### src/rtl/otter_csr_pkg.sv
// Shared constants, types and helpers for the OTTER machine-mode CSR unit.
// Imported by the CSR unit top and its interrupt synchronizer.
package otter_csr_pkg;

  localparam logic [11:0] CSR_MSTATUS = 12'h300;
  localparam logic [11:0] CSR_MTVEC   = 12'h305;
  localparam logic [11:0] CSR_MEPC    = 12'h341;
  localparam logic [11:0] CSR_MCAUSE  = 12'h342;

  localparam logic [31:0] MCAUSE_MEI      = 32'h8000_000B;
  localparam logic [31:0] ADDR_ALIGN_MASK = 32'hFFFF_FFFC;

  localparam int MSTATUS_MIE  = 3;
  localparam int MSTATUS_MPIE = 7;

  typedef enum logic [1:0] {
    CSR_NOP = 2'd0,
    CSR_RW  = 2'd1,
    CSR_RS  = 2'd2,
    CSR_RC  = 2'd3
  } csr_op_t;

  typedef enum logic {
    IDLE = 1'b0,
    TRAP = 1'b1
  } trap_state_t;

  // New CSR value for a read-modify-write operation.
  function automatic logic [31:0] csr_apply(input csr_op_t op,
                                            input logic [31:0] old_val,
                                            input logic [31:0] operand);
    logic [31:0] result;
    result = old_val;
    case (op)
      CSR_RW:  result = operand;
      CSR_RS:  result = old_val | operand;
      CSR_RC:  result = old_val & ~operand;
      default: result = old_val;
    endcase
    return result;
  endfunction

  // csrrs/csrrc with a zero operand are read-only accesses and must not write.
  function automatic logic csr_op_writes(input csr_op_t op, input logic [31:0] operand);
    return (op == CSR_RW) || ((op != CSR_NOP) && (operand != 32'd0));
  endfunction

endpackage

### src/rtl/otter_csr_unit_intr_sync_edge.sv
// Synchronizes an asynchronous level and emits a one-cycle pulse on
// each rising edge of the synchronized signal.
module intr_sync_edge #(
  parameter int STAGES = 2
) (
  input  logic clk,
  input  logic rst_n,
  input  logic async_in,
  output logic rise_pulse
);

  logic [STAGES-1:0] sync_q;
  logic              last_q;

  always_ff @(posedge clk or negedge rst_n) begin
    if (!rst_n) begin
      sync_q <= '0;
      last_q <= 1'b0;
    end else begin
      sync_q <= {sync_q[STAGES-2:0], async_in};
      last_q <= sync_q[STAGES-1];
    end
  end

  // Both terms come straight from flops, so the pulse is glitch-free.
  assign rise_pulse = sync_q[STAGES-1] & ~last_q;

endmodule

### src/rtl/otter_csr_unit.sv
// Machine-mode CSR file and external-interrupt trap sequencer for the OTTER core.
// Owns mstatus/mtvec/mepc/mcause and raises INT_TAKEN for one cycle per trap.
module otter_csr_unit
  import otter_csr_pkg::*;
#(
  parameter int SYNC_STAGES = 2
) (
  input  logic        CLK,
  input  logic        RST_N,
  input  logic        INTR,
  input  logic        INSTR_DONE,
  input  logic        CSR_WE,
  input  logic [2:0]  FUNC3,
  input  logic [11:0] CSR_ADDR,
  input  logic [31:0] WD,
  input  logic [31:0] PC,
  input  logic        MRET_EXEC,
  output logic [31:0] RD,
  output logic [31:0] MTVEC,
  output logic [31:0] MEPC,
  output logic        INT_TAKEN,
  output logic        MIE,
  output logic        ILLEGAL_CSR
);

  trap_state_t state;
  csr_op_t     op;
  logic        intr_rise;
  logic        pending;
  logic        mie_q;
  logic        mpie_q;
  logic [31:0] mtvec_q;
  logic [31:0] mepc_q;
  logic [31:0] mcause_q;
  logic [31:0] rd_val;
  logic [31:0] csr_new;
  logic        csr_hit;
  logic        csr_wr;
  logic        unused_func3_imm;

  // FUNC3[2] only selects rs1 vs zimm, which is already folded into WD.
  assign op               = csr_op_t'(FUNC3[1:0]);
  assign unused_func3_imm = FUNC3[2];

  intr_sync_edge #(
    .STAGES(SYNC_STAGES)
  ) u_intr_sync (
    .clk       (CLK),
    .rst_n     (RST_N),
    .async_in  (INTR),
    .rise_pulse(intr_rise)
  );

  always_comb begin
    csr_hit = 1'b1;
    rd_val  = '0;
    case (CSR_ADDR)
      CSR_MSTATUS: begin
        rd_val[MSTATUS_MIE]  = mie_q;
        rd_val[MSTATUS_MPIE] = mpie_q;
      end
      CSR_MTVEC:  rd_val = mtvec_q;
      CSR_MEPC:   rd_val = mepc_q;
      CSR_MCAUSE: rd_val = mcause_q;
      default:    csr_hit = 1'b0;
    endcase
  end

  assign csr_new = csr_apply(op, rd_val, WD);
  // The trap update owns the CSRs during TRAP, so software writes are dropped there.
  assign csr_wr  = CSR_WE && csr_hit && (state == IDLE) && csr_op_writes(op, WD);

  always_ff @(posedge CLK or negedge RST_N) begin
    if (!RST_N) begin
      state   <= IDLE;
      pending <= 1'b0;
    end else begin
      case (state)
        IDLE:    if (INSTR_DONE && pending && mie_q) state <= TRAP;
        TRAP:    state <= IDLE;
        default: state <= IDLE;
      endcase
      // A fresh edge during TRAP must survive the clear.
      if (intr_rise)
        pending <= 1'b1;
      else if (state == TRAP)
        pending <= 1'b0;
    end
  end

  always_ff @(posedge CLK or negedge RST_N) begin
    if (!RST_N) begin
      mie_q    <= 1'b0;
      mpie_q   <= 1'b0;
      mtvec_q  <= '0;
      mepc_q   <= '0;
      mcause_q <= '0;
    end else if (state == TRAP) begin
      mepc_q   <= PC & ADDR_ALIGN_MASK;
      mcause_q <= MCAUSE_MEI;
      mpie_q   <= mie_q;
      mie_q    <= 1'b0;
    end else begin
      if (csr_wr) begin
        case (CSR_ADDR)
          CSR_MSTATUS: begin
            mie_q  <= csr_new[MSTATUS_MIE];
            mpie_q <= csr_new[MSTATUS_MPIE];
          end
          CSR_MTVEC:  mtvec_q  <= csr_new & ADDR_ALIGN_MASK;
          CSR_MEPC:   mepc_q   <= csr_new & ADDR_ALIGN_MASK;
          CSR_MCAUSE: mcause_q <= csr_new;
          default:    ;
        endcase
      end
      if (MRET_EXEC) begin
        mie_q  <= mpie_q;
        mpie_q <= 1'b1;
      end
    end
  end

  assign RD          = rd_val;
  assign MTVEC       = mtvec_q;
  assign MEPC        = mepc_q;
  assign MIE         = mie_q;
  assign INT_TAKEN   = (state == TRAP);
  assign ILLEGAL_CSR = CSR_WE && !csr_hit;

endmodule

### config.mk
export PLATFORM = sky130hd
export DESIGN_NAME = otter_csr_unit
export DESIGN_NICKNAME = d
export VERILOG_FILES = /design/src/rtl/otter_csr_pkg.sv /design/src/rtl/otter_csr_unit_intr_sync_edge.sv /design/src/rtl/otter_csr_unit.sv
export SDC_FILE = /design/constraint.sdc
export NUM_CORES = 1
export LEC_CHECK = 0
export CORE_MARGIN = 5
export CORE_UTILIZATION = 52
export CTS_CLUSTER_DIAMETER = 100
export DETAILED_ROUTE_END_ITERATION = 10
export GPL_TIMING_DRIVEN = 0
export PLACE_DENSITY_LB_ADDON = 0.2
export SKIP_CTS_REPAIR_TIMING = 1
export SYNTH_ARGS = -nofsm -noshare
export SYNTH_HDL_FRONTEND = slang
export SYNTH_SLANG_ARGS = --single-unit
### constraint.sdc
create_clock -name CLK -period 5.05 [get_ports CLK]
set_clock_uncertainty 0.2 [all_clocks]
set_input_delay 0.7575 -clock CLK [delete_from_list [all_inputs] [get_ports CLK]]
set_output_delay 0.7575 -clock CLK [all_outputs]
set_load 0.005 [all_outputs]
==> results.json <==
{
  "status": "complete, no violations",
  "die_height_um": 119,
  "synth_cells": 644,
  "syn_area_mm2": 0.00617,
  "clock_sinks": 99,
  "combPwrFrac_pct": 33.4,
  "via_per_inst": 6.53,
  "cp_max_fo": 10,
  "n_antenna_cell": 0,
  "synthArstFlopShare_pct": 100,
  "grt_pass1_vias": 6513,
  "yosysUniqueCellTypes": 61,
  "rsz0062_at_grt": "false",
  "fin_area_mm2": 0.00838,
  "synth_edf_count": 0,
  "gr-total-overflow": 0,
  "h-tree-depth": 3,
  "instances_no_fill": 978,
  "clk_path_buf_depth": 2,
  "drc": 0,
  "place_congestion": 0.935,
  "met2_length_um": 10900,
  "worst_setup_path_start_kind": "input port",
  "port_buffers": 172,
  "wl_met3_um": 2600,
  "power_switching_mw": 0.832,
  "drv_cap": 0,
  "fp-row-count": 39,
  "power_density_mw_per_mm2": 303,
  "pre_cts_ws_ps": 450,
  "wl_met1_um": 9100,
  "drt-total-wl_um": 23500,
  "p_int_mw": 1.71,
  "setup_ws_ps": 333,
  "slew_violations": 0,
  "yosysSeqAreaShare_pct": 40.1,
  "synth_top_cell_by_area": "dfrtp_1",
  "cts-root-buf": "clkbuf_16",
  "leakage_nw": 3.77,
  "crit_arrival_ps": 3760,
  "endpoint_kind": "primary output",
  "ys_warn_count": 0,
  "tritoncts": "built",
  "coreArea_mm2": 0.0115,
  "synthToLayoutAreaGrowth_pct": 35.7,
  "timing.hold.ws_ps": 153,
  "via_count": 6384,
  "drt_iter0_markers": 860,
  "ir_worst_vdd_mv": 0.313,
  "dpl.cell_count": 963,
  "p_total_mw": 2.54,
  "final_util_pct": 72.7,
  "nNetsFinal": 916,
  "antenna_found_initial": 0,
  "min_path_type": "register to register",
  "crit_type": "input port to primary output",
  "fin_crit_sh_pct": 93.4,
  "setup_viol": 0,
  "cts_buffers": 9,
  "dieArea_mm2": 0.0142,
  "die_x_um": 119,
  "drt_first_pass_iters": 5,
  "ys_top_cells_by_area": "dfrtp_1 40%, nand2_1 7.4%, mux2_2 5.3%",
  "max_freq_ghz": 0.212,
  "antenna_left": 0,
  "required_ps": 4090,
  "synth_area_per_cell_um2": 9.59,
  "nFillCells": 853,
  "grt_max_degree": 56,
  "initial_core_util_pct": 53.6,
  "clk_pin_slew_worst_paths_ps": 70,
  "pwr-share-seq_pct": 40.8,
  "highest_layer": "met4",
  "max_slew_margin_pct": 13.7,
  "worstSkewPairLatency_ps": 360,
  "swShare_pct": 32.7,
  "tns_ps": 0,
  "clkPwrFrac_pct": 25.8,
  "final_hold_viol_count": 0,
  "grt_pass1_wl_um": 36600,
  "place_hpwl_um": 17400,
  "grt_use_total_pct": 33.0,
  "drive_gt1_share_pct": 10.2,
  "ys.flop_type": "dfrtp_1",
  "worst-slew-pin-transition_ps": 1280,
  "routedWlPerCell_um": 24.1,
  "period_needed_ps": 4720,
  "ys_seq_elements": 99,
  "io_pins": 184,
  "synthDominantCellAreaShare_pct": 40.1,
  "postPlaceCellArea_mm2": 0.00811
}
power groups by stage:
| stage | registers, mW | logic [mW] | clock network (mW) |
|---|---|---|---|
| 6_report | 1.04 | 0.848 | 0.656 |
| 5_1_grt | 1.05 | 0.909 | 0.697 |
| 4_1_cts | 1.03 | 0.844 | 0.657 |
| 3_5_place_dp | 1.04 | 0.839 | 0 |
| 3_3_place_gp | 1.04 | 0.817 | 0 |
| 2_1_floorplan | 1.03 | 0.364 | 0 |
path summary, 6_finish.rpt:
check / startpoint / slack, ps / depth (start not counted) / end
max in group asynchronous: RST_N / 3750 / 2 / mcause_q[19]
hold reg to reg: u_intr_sync.sync_q[0] / 150 / 0 / u_intr_sync.sync_q[1]
setup reg to reg: INT_TAKEN / 2550 / 5 / MEPC[15]
min in group asynchronous: RST_N / 200 / 1 / MEPC[25]
setup / recovery: CSR_ADDR[6] / 330 / 8 / RD[31]
hold / removal: u_intr_sync.sync_q[0] / 150 / 0 / u_intr_sync.sync_q[1]
cell type report:
type	instances	area, um^2	area share, %
Timing Repair Buffer	173	1750	20.9
Multi-Input combinational cell	479	3360	40.1
Clock buffer	9	225	2.69
Clock inverter	6	41.3	0.493
Inverter	7	26.3	0.314
Tap cell	143	179	2.14
Sequential cell	99	2480	29.6
Buffer	62	320	3.82
metal layers:
metal  GRT usage (%)  vias to the layer above
li1                -                     2768
met1            43.0                     3110
met2            51.0                      432
met3            9.43                       74
met4            15.6                        0
met5               0                        -
logic make-up (layout without fill, tap and decap cells):
group / Yosys count / in the layout / share of synthesized area, %
AO/OA/AOI/OAI: 149 / 149 / 19.3
XOR/XNOR: 30 / 30 / 4.26
buffers and inverters: 69 / 257 / 5.61
flip-flops: 99 / 99 / 40.1
multiplexers: 44 / 44 / 7.72
other: 1 / 4 / 0.0607
AND/OR/NAND/NOR: 252 / 252 / 22.9
sequential cells by signal (all words and copies together), names as in the netlist:
name                cells
mcause_q               32
MEPC                   30
MTVEC                  30
u_intr_sync.sync_q      2
INT_TAKEN               1
MIE                     1
mpie_q                  1
pending                 1
u_intr_sync.last_q      1
layout by cell type (no fill, tap or decap), types with 11 or more instances in the layout:
| master | instances |
|---|---|
| o21ai_1 | 12 |
| nand2_1 | 121 |
| clkdlybuf4s50_1 | 171 |
| clkbuf_1 | 28 |
| nand4_1 | 15 |
| xnor2_1 | 29 |
| dfrtp_1 | 99 |
| mux2_2 | 29 |
| mux2i_1 | 15 |
| a22oi_1 | 15 |
| a32oi_1 | 29 |
| o21ai_0 | 11 |
| o2111ai_1 | 13 |
| a221o_1 | 15 |
| nor2b_1 | 12 |
| and3b_1 | 30 |
| nand2b_1 | 17 |
| buf_4 | 16 |
| a21oi_1 | 17 |
| nor3b_1 | 17 |
| buf_2 | 12 |
| o211a_1 | 14 |
critical path, cell delays in order:
cell and delay (ps):
clkdlybuf4s50_1 550, nor4_1 1030, and3_1 300, buf_4 190, buf_6 170, a22oi_1 140
nand2_1 110, clkdlybuf4s50_1 500
cell usage after synthesis (all sizes together) (17+ instances only):
cell	number
xnor2	29
nor3b	18
nand2b	17
buf	33
a32oi	30
dfrtp	99
o21ai	23
and3b	30
nand2	121
mux2	29
clkbuf	29
a21oi	17
(Power assumes the default switching activity.)
==> variant 1, RTL diff (config.mk and constraints unchanged) <==
Register the outputs `RD`, `INT_TAKEN` and `ILLEGAL_CSR`; this adds one clock of latency there. The other outputs are not delayed to match. Comments in the files are not updated.
--- a/src/rtl/otter_csr_unit.sv
+++ b/src/rtl/otter_csr_unit.sv
@@ -120,12 +120,14 @@
     end
   end
 
-  assign RD          = rd_val;
   assign MTVEC       = mtvec_q;
   assign MEPC        = mepc_q;
   assign MIE         = mie_q;
-  assign INT_TAKEN   = (state == TRAP);
-  assign ILLEGAL_CSR = CSR_WE && !csr_hit;
+  always_ff @(posedge CLK) begin
+    RD          <= rd_val;
+    INT_TAKEN   <= (state == TRAP);
+    ILLEGAL_CSR <= CSR_WE && !csr_hit;
+  end
 
 endmodule
 
Check against the original RTL: not equivalent (Yosys sat finds a counterexample within 4 cycles, from zero or initial values and one cycle with RST_N low).
==> variant 1 against the original RTL <==
First-iteration DRC count fell by 11%; largest cell class is now sequential cells; sequential share of layout area rose by 4.3 points; total power rose by 33%; die area rose by 8.5%; wire length fell by 2.9%; design area rose by 11%; worst setup slack improved by 1.6 ns; non-clock buffer count fell by 8; sequential cell count rose by 34; area after synthesis rose by 9.3%; hold slack got worse by 0.0065 ns; register-to-register slack improved by 0.15 ns; maximum frequency rose by 50%.
==> variant 1: results (changes against the original RTL) <==
.. list-table::
   :header-rows: 1

   * - Metric
     - Value
   * - Run status
     - completed (unchanged)
   * - Fraction of layout cells with a size suffix above 1
     - 14.6% (was 10.2%)
   * - Dominant cells by area after synthesis
     - sky130_fd_sc_hd__dfrtp_1, sky130_fd_sc_hd__dfxtp_1, sky130_fd_sc_hd__xnor2_1, sky130_fd_sc_hd__a22o_1, sky130_fd_sc_hd__mux2_2 (was sky130_fd_sc_hd__dfrtp_1, sky130_fd_sc_hd__nand2_1, sky130_fd_sc_hd__mux2_2, sky130_fd_sc_hd__and3b_1, sky130_fd_sc_hd__a32oi_1)
   * - Stage delay of the slowest cell on the critical path
     - 0.52 ns (was 1.03 ns)
   * - Complex-gate fraction of the synthesized area
     - 21.8% (was 19.3%)
   * - Sequential cell area fraction in the yosys report
     - 46.8% (was 40.1%)
   * - First-pass GRT wire length
     - 35.3 mm (was 36.6 mm)
   * - Top delay family on crit path
     - buffers and inverters (was simple AND/OR/NAND/NOR gates)
   * - Vias per std cell
     - 6.20 (was 6.53)
   * - Routability-driven placement congestion ratio
     - 0.899 (was 0.935)
   * - Share of synthesized flip-flops with an asynchronous set or reset
     - 74.4% (was 100%)
   * - Crit Reg-Reg Startpoint
     - state (was INT_TAKEN)
   * - Number of DRC markers in iteration 0
     - 764 (was 860)
   * - Final critical path time including I/O delays and setup
     - 3.15 ns (was 4.72 ns)
   * - Number of H-tree levels
     - 4 (was 3)
   * - Worst hold path class
     - input pin to async pin (was flip-flop to flip-flop)
   * - Transition time at the pin with the least slew margin
     - 0.929 ns (was 1.28 ns)
   * - Post-Place Setup Slack
     - 1.58 ns (was 0.450 ns)
   * - Clock latency on the worst-skew pair
     - 0.42 ns (was 0.36 ns)
   * - Synth cell count leaders
     - sky130_fd_sc_hd__dfrtp_1, sky130_fd_sc_hd__nand2_1, sky130_fd_sc_hd__inv_1, sky130_fd_sc_hd__dfxtp_1, sky130_fd_sc_hd__xnor2_1 (was sky130_fd_sc_hd__nand2_1, sky130_fd_sc_hd__dfrtp_1, sky130_fd_sc_hd__and3b_1)
   * - Post-Route Hold Slack
     - 0.147 ns (was 0.153 ns)
   * - Number of global-route vias before repair
     - 6,395 (was 6,513)
   * - Worst-case register-to-register setup slack
     - 2.70 ns (was 2.55 ns)
   * - Data arrival time of the critical path
     - 3.29 ns (was 3.76 ns)
   * - Number of nets at the end of the flow
     - 894 (was 916)
   * - Int Power
     - 2.45 mW (was 1.71 mW)
   * - Count of different cell masters after synthesis
     - 63 (was 61)
   * - Highest-delay cell along the critical path
     - sky130_fd_sc_hd__clkdlybuf4s50_1 (was sky130_fd_sc_hd__nor4_1)
   * - Leakage dissipation
     - 4.18 nW (was 3.77 nW)
   * - Fraction of synthesized cell area in xor and xnor cells
     - 4.28% (was 4.26%)
   * - Largest net degree at the start of global routing
     - 57 (was 56)
   * - Standard cell area after detailed placement
     - 8720 um^2 (was 8110 um^2)
   * - Worst-case vdd ir drop
     - 0.232 mV (was 0.313 mV)
   * - Multiplexer area fraction after synthesis
     - 4.99% (was 7.72%)
   * - HPWL Detailed
     - 16.3 mm (was 17.4 mm)
==> variant 1: cell count changes after synthesis, moves of 25 or more <==
cell	unedited run	this run
sky130_fd_sc_hd__a22o_1	1	27
sky130_fd_sc_hd__a32oi_1	29	4
sky130_fd_sc_hd__and3b_1	30	0
sky130_fd_sc_hd__dfxtp_1	0	34
sky130_fd_sc_hd__inv_1	6	39
sky130_fd_sc_hd__nand2_1	121	54
==> variant 1: final cells by class <==
cell class                 count  area (um^2)
timing repair buffer         173         1750
clock buffer                  24          512
tap                          172          215
sequential                   133         3160
fill                         902         3350
clock inverter                 8         95.1
multi-input combinational    391         3110
inverter                      39          146
buffer                        54          339
==> variant 1: cell families after synthesis <==
kind of cell           Yosys count
flip-flops                     133
AO/OA/AOI/OAI                  160
other                            1
buffers and inverters           93
AND/OR/NAND/NOR                163
multiplexers                    31
XOR/XNOR                        33
==> variant 1: metal layers <==
metal  vias up  GRT usage, %  part of all wire (%)
met2       382          49.2                    48
met3        55          7.86                   9.5
met1      3040          40.0                    40
li1       2685             -                     -
met5         -             0                     0
met4         0          11.4                   2.7
==> variant 1: through the flow <==
stage / TNS (ns) / instances / utilization [%]
6_report: 0 / 994 / 73.6
4_1_cts: 0 / 994 / 73.6
2_1_floorplan: 0 / 617 / -
3_5_place_dp: 0 / 962 / 68.8
3_3_place_gp: -71.65 / 961 / 68.6
5_1_grt: 0 / 994 / 73.6
==> variant 1: power by group through the flow <==
stage          Combinational, mW  Clock, mW  Sequential [mW]
3_3_place_gp               0.777          0             1.32
5_1_grt                    0.876       1.32             1.33
4_1_cts                    0.816       1.26             1.31
6_report                   0.812       1.26             1.31
2_1_floorplan              0.355          0             1.31
3_5_place_dp               0.809          0             1.32
==> variant 2, RTL diff (same settings) <==
Without the edit above. Set the parameter `SYNC_STAGES` to 4 (it was 2).
--- a/src/rtl/otter_csr_unit.sv
+++ b/src/rtl/otter_csr_unit.sv
@@ -3,7 +3,7 @@
 module otter_csr_unit
   import otter_csr_pkg::*;
 #(
-  parameter int SYNC_STAGES = 2
+  parameter int SYNC_STAGES = 4
 ) (
   input  logic        CLK,
   input  logic        RST_N,
Formal check against the unedited RTL: not equivalent (Yosys sat finds a counterexample within 10 cycles, from zero or initial values and one cycle with RST_N low).
==> variant 2 against the original RTL <==
Register-to-register slack got worse by 0.19 ns; sequential cell count rose by 2; area after synthesis fell by 5.9%; worst setup slack got worse by 0.081 ns; first-iteration DRC count fell by 22%; wire length fell by 5.7%; sequential share of layout area rose by 2.2 points; design area fell by 5.1%; non-clock buffer count fell by 3; total power fell by 3.4%; largest power group unchanged.
==> variant 2: results (changes against the original RTL) <==
.. list-table::
   :header-rows: 1

   * - Metric
     - Value
   * - Inverters, non-clock
     - 45 (was 7)
   * - Port buffer count
     - 174 (was 172)
   * - Met1 track demand over resource in global routing
     - 42.9% (was 43.0%)
   * - Number of synthesized register bits
     - 101 (was 99)
   * - Number of nets at the end of the flow
     - 881 (was 916)
   * - Met2 WL
     - 10.1 mm (was 10.9 mm)
   * - First-pass GRT wire length
     - 33.8 mm (was 36.6 mm)
   * - Number of global-route vias before repair
     - 6,341 (was 6,513)
   * - Number of placed instances, taps included
     - 925 (was 963)
   * - Cell Pwr Density
     - 309 nW/um^2 (was 303 nW/um^2)
   * - Fraction of area in multi-input gates
     - 36.1% (was 40.1%)
   * - Clock buffer instance count of the final layout
     - 10 (was 9)
   * - Standard cell area after detailed placement
     - 7750 um^2 (was 8110 um^2)
   * - Vias per std cell
     - 6.55 (was 6.53)
   * - Length of the first detailed-routing pass in iterations
     - 8 (was 5)
   * - Post-Place Setup Slack
     - 0.331 ns (was 0.450 ns)
   * - Portion of the layout cell area used by non-clock buffers
     - 25.4% (was 24.7%)
   * - Floorplan core area
     - 10,900 um^2 (was 11,500 um^2)
   * - Fill cell total of the finished layout
     - 818 (was 853)
   * - Routability-driven placement congestion ratio
     - 0.915 (was 0.935)
   * - Clock network fraction of design power
     - 21.9% (was 25.8%)
   * - Detail-routed net length per standard cell
     - 23.6 um (was 24.1 um)
   * - Dominant cells by area after synthesis
     - sky130_fd_sc_hd__dfrtp_1, sky130_fd_sc_hd__nand2_1, sky130_fd_sc_hd__mux2i_1, sky130_fd_sc_hd__xnor2_1, sky130_fd_sc_hd__o2bb2ai_1 (was sky130_fd_sc_hd__dfrtp_1, sky130_fd_sc_hd__nand2_1, sky130_fd_sc_hd__mux2_2, sky130_fd_sc_hd__and3b_1, sky130_fd_sc_hd__a32oi_1)
   * - Fraction of synthesized cell area in xor and xnor cells
     - 4.82% (was 4.26%)
   * - Bufs w/o clock
     - 232 (was 235)
   * - Wire length the detailed router placed on met1
     - 8.49 mm (was 9.10 mm)
   * - Run status
     - completed (unchanged)
   * - Stage delay of the slowest cell on the critical path
     - 0.55 ns (was 1.03 ns)
   * - HPWL Detailed
     - 16.1 mm (was 17.4 mm)
   * - Multiplexer area fraction after synthesis
     - 5.54% (was 7.72%)
   * - Complex-gate fraction of the synthesized area
     - 24.3% (was 19.3%)
   * - Worst-case vdd ir drop
     - 0.225 mV (was 0.313 mV)
   * - Synth cell count leaders
     - sky130_fd_sc_hd__dfrtp_1, sky130_fd_sc_hd__nand2_1, sky130_fd_sc_hd__inv_1, sky130_fd_sc_hd__clkbuf_1, sky130_fd_sc_hd__xnor2_1 (was sky130_fd_sc_hd__nand2_1, sky130_fd_sc_hd__dfrtp_1, sky130_fd_sc_hd__and3b_1)
   * - Transition time at the pin with the least slew margin
     - 1.07 ns (was 1.28 ns)
   * - Cell at the root of the clock tree
     - sky130_fd_sc_hd__clkbuf_8 (was sky130_fd_sc_hd__clkbuf_16)
## variant 2: cell types whose count changed after synthesis, sizes merged, moves of 17 or more
| cell | delta |
|---|---|
| o21ai | -20 |
| inv | +39 |
| mux2 | -26 |
| a32o | +17 |
| a32oi | -28 |
| o2bb2ai | +27 |
| and3b | -30 |
| nand2b | -17 |
| nand2 | -23 |
| o211ai | +23 |
## variant 2: worst paths after layout
kind	from	to	slack [ns]
max	CSR_ADDR[8]	RD[23]	0.25
min	u_intr_sync.sync_q[1]	u_intr_sync.sync_q[2]	0.16
max reg2reg	INT_TAKEN	MEPC[3]	2.36
min reg2reg	u_intr_sync.sync_q[1]	u_intr_sync.sync_q[2]	0.16
max in group asynchronous	RST_N	mcause_q[5]	3.66
min in group asynchronous	RST_N	u_intr_sync.last_q	0.29
## variant 2: logic make-up after synthesis
kind of cell / Yosys count
and+or+nand+nor: 171
AOI/OAI and AO/OA: 169
buffers and inverters: 102
DFF: 101
xor gates and xnor gates: 32
muxes: 31
other: 1
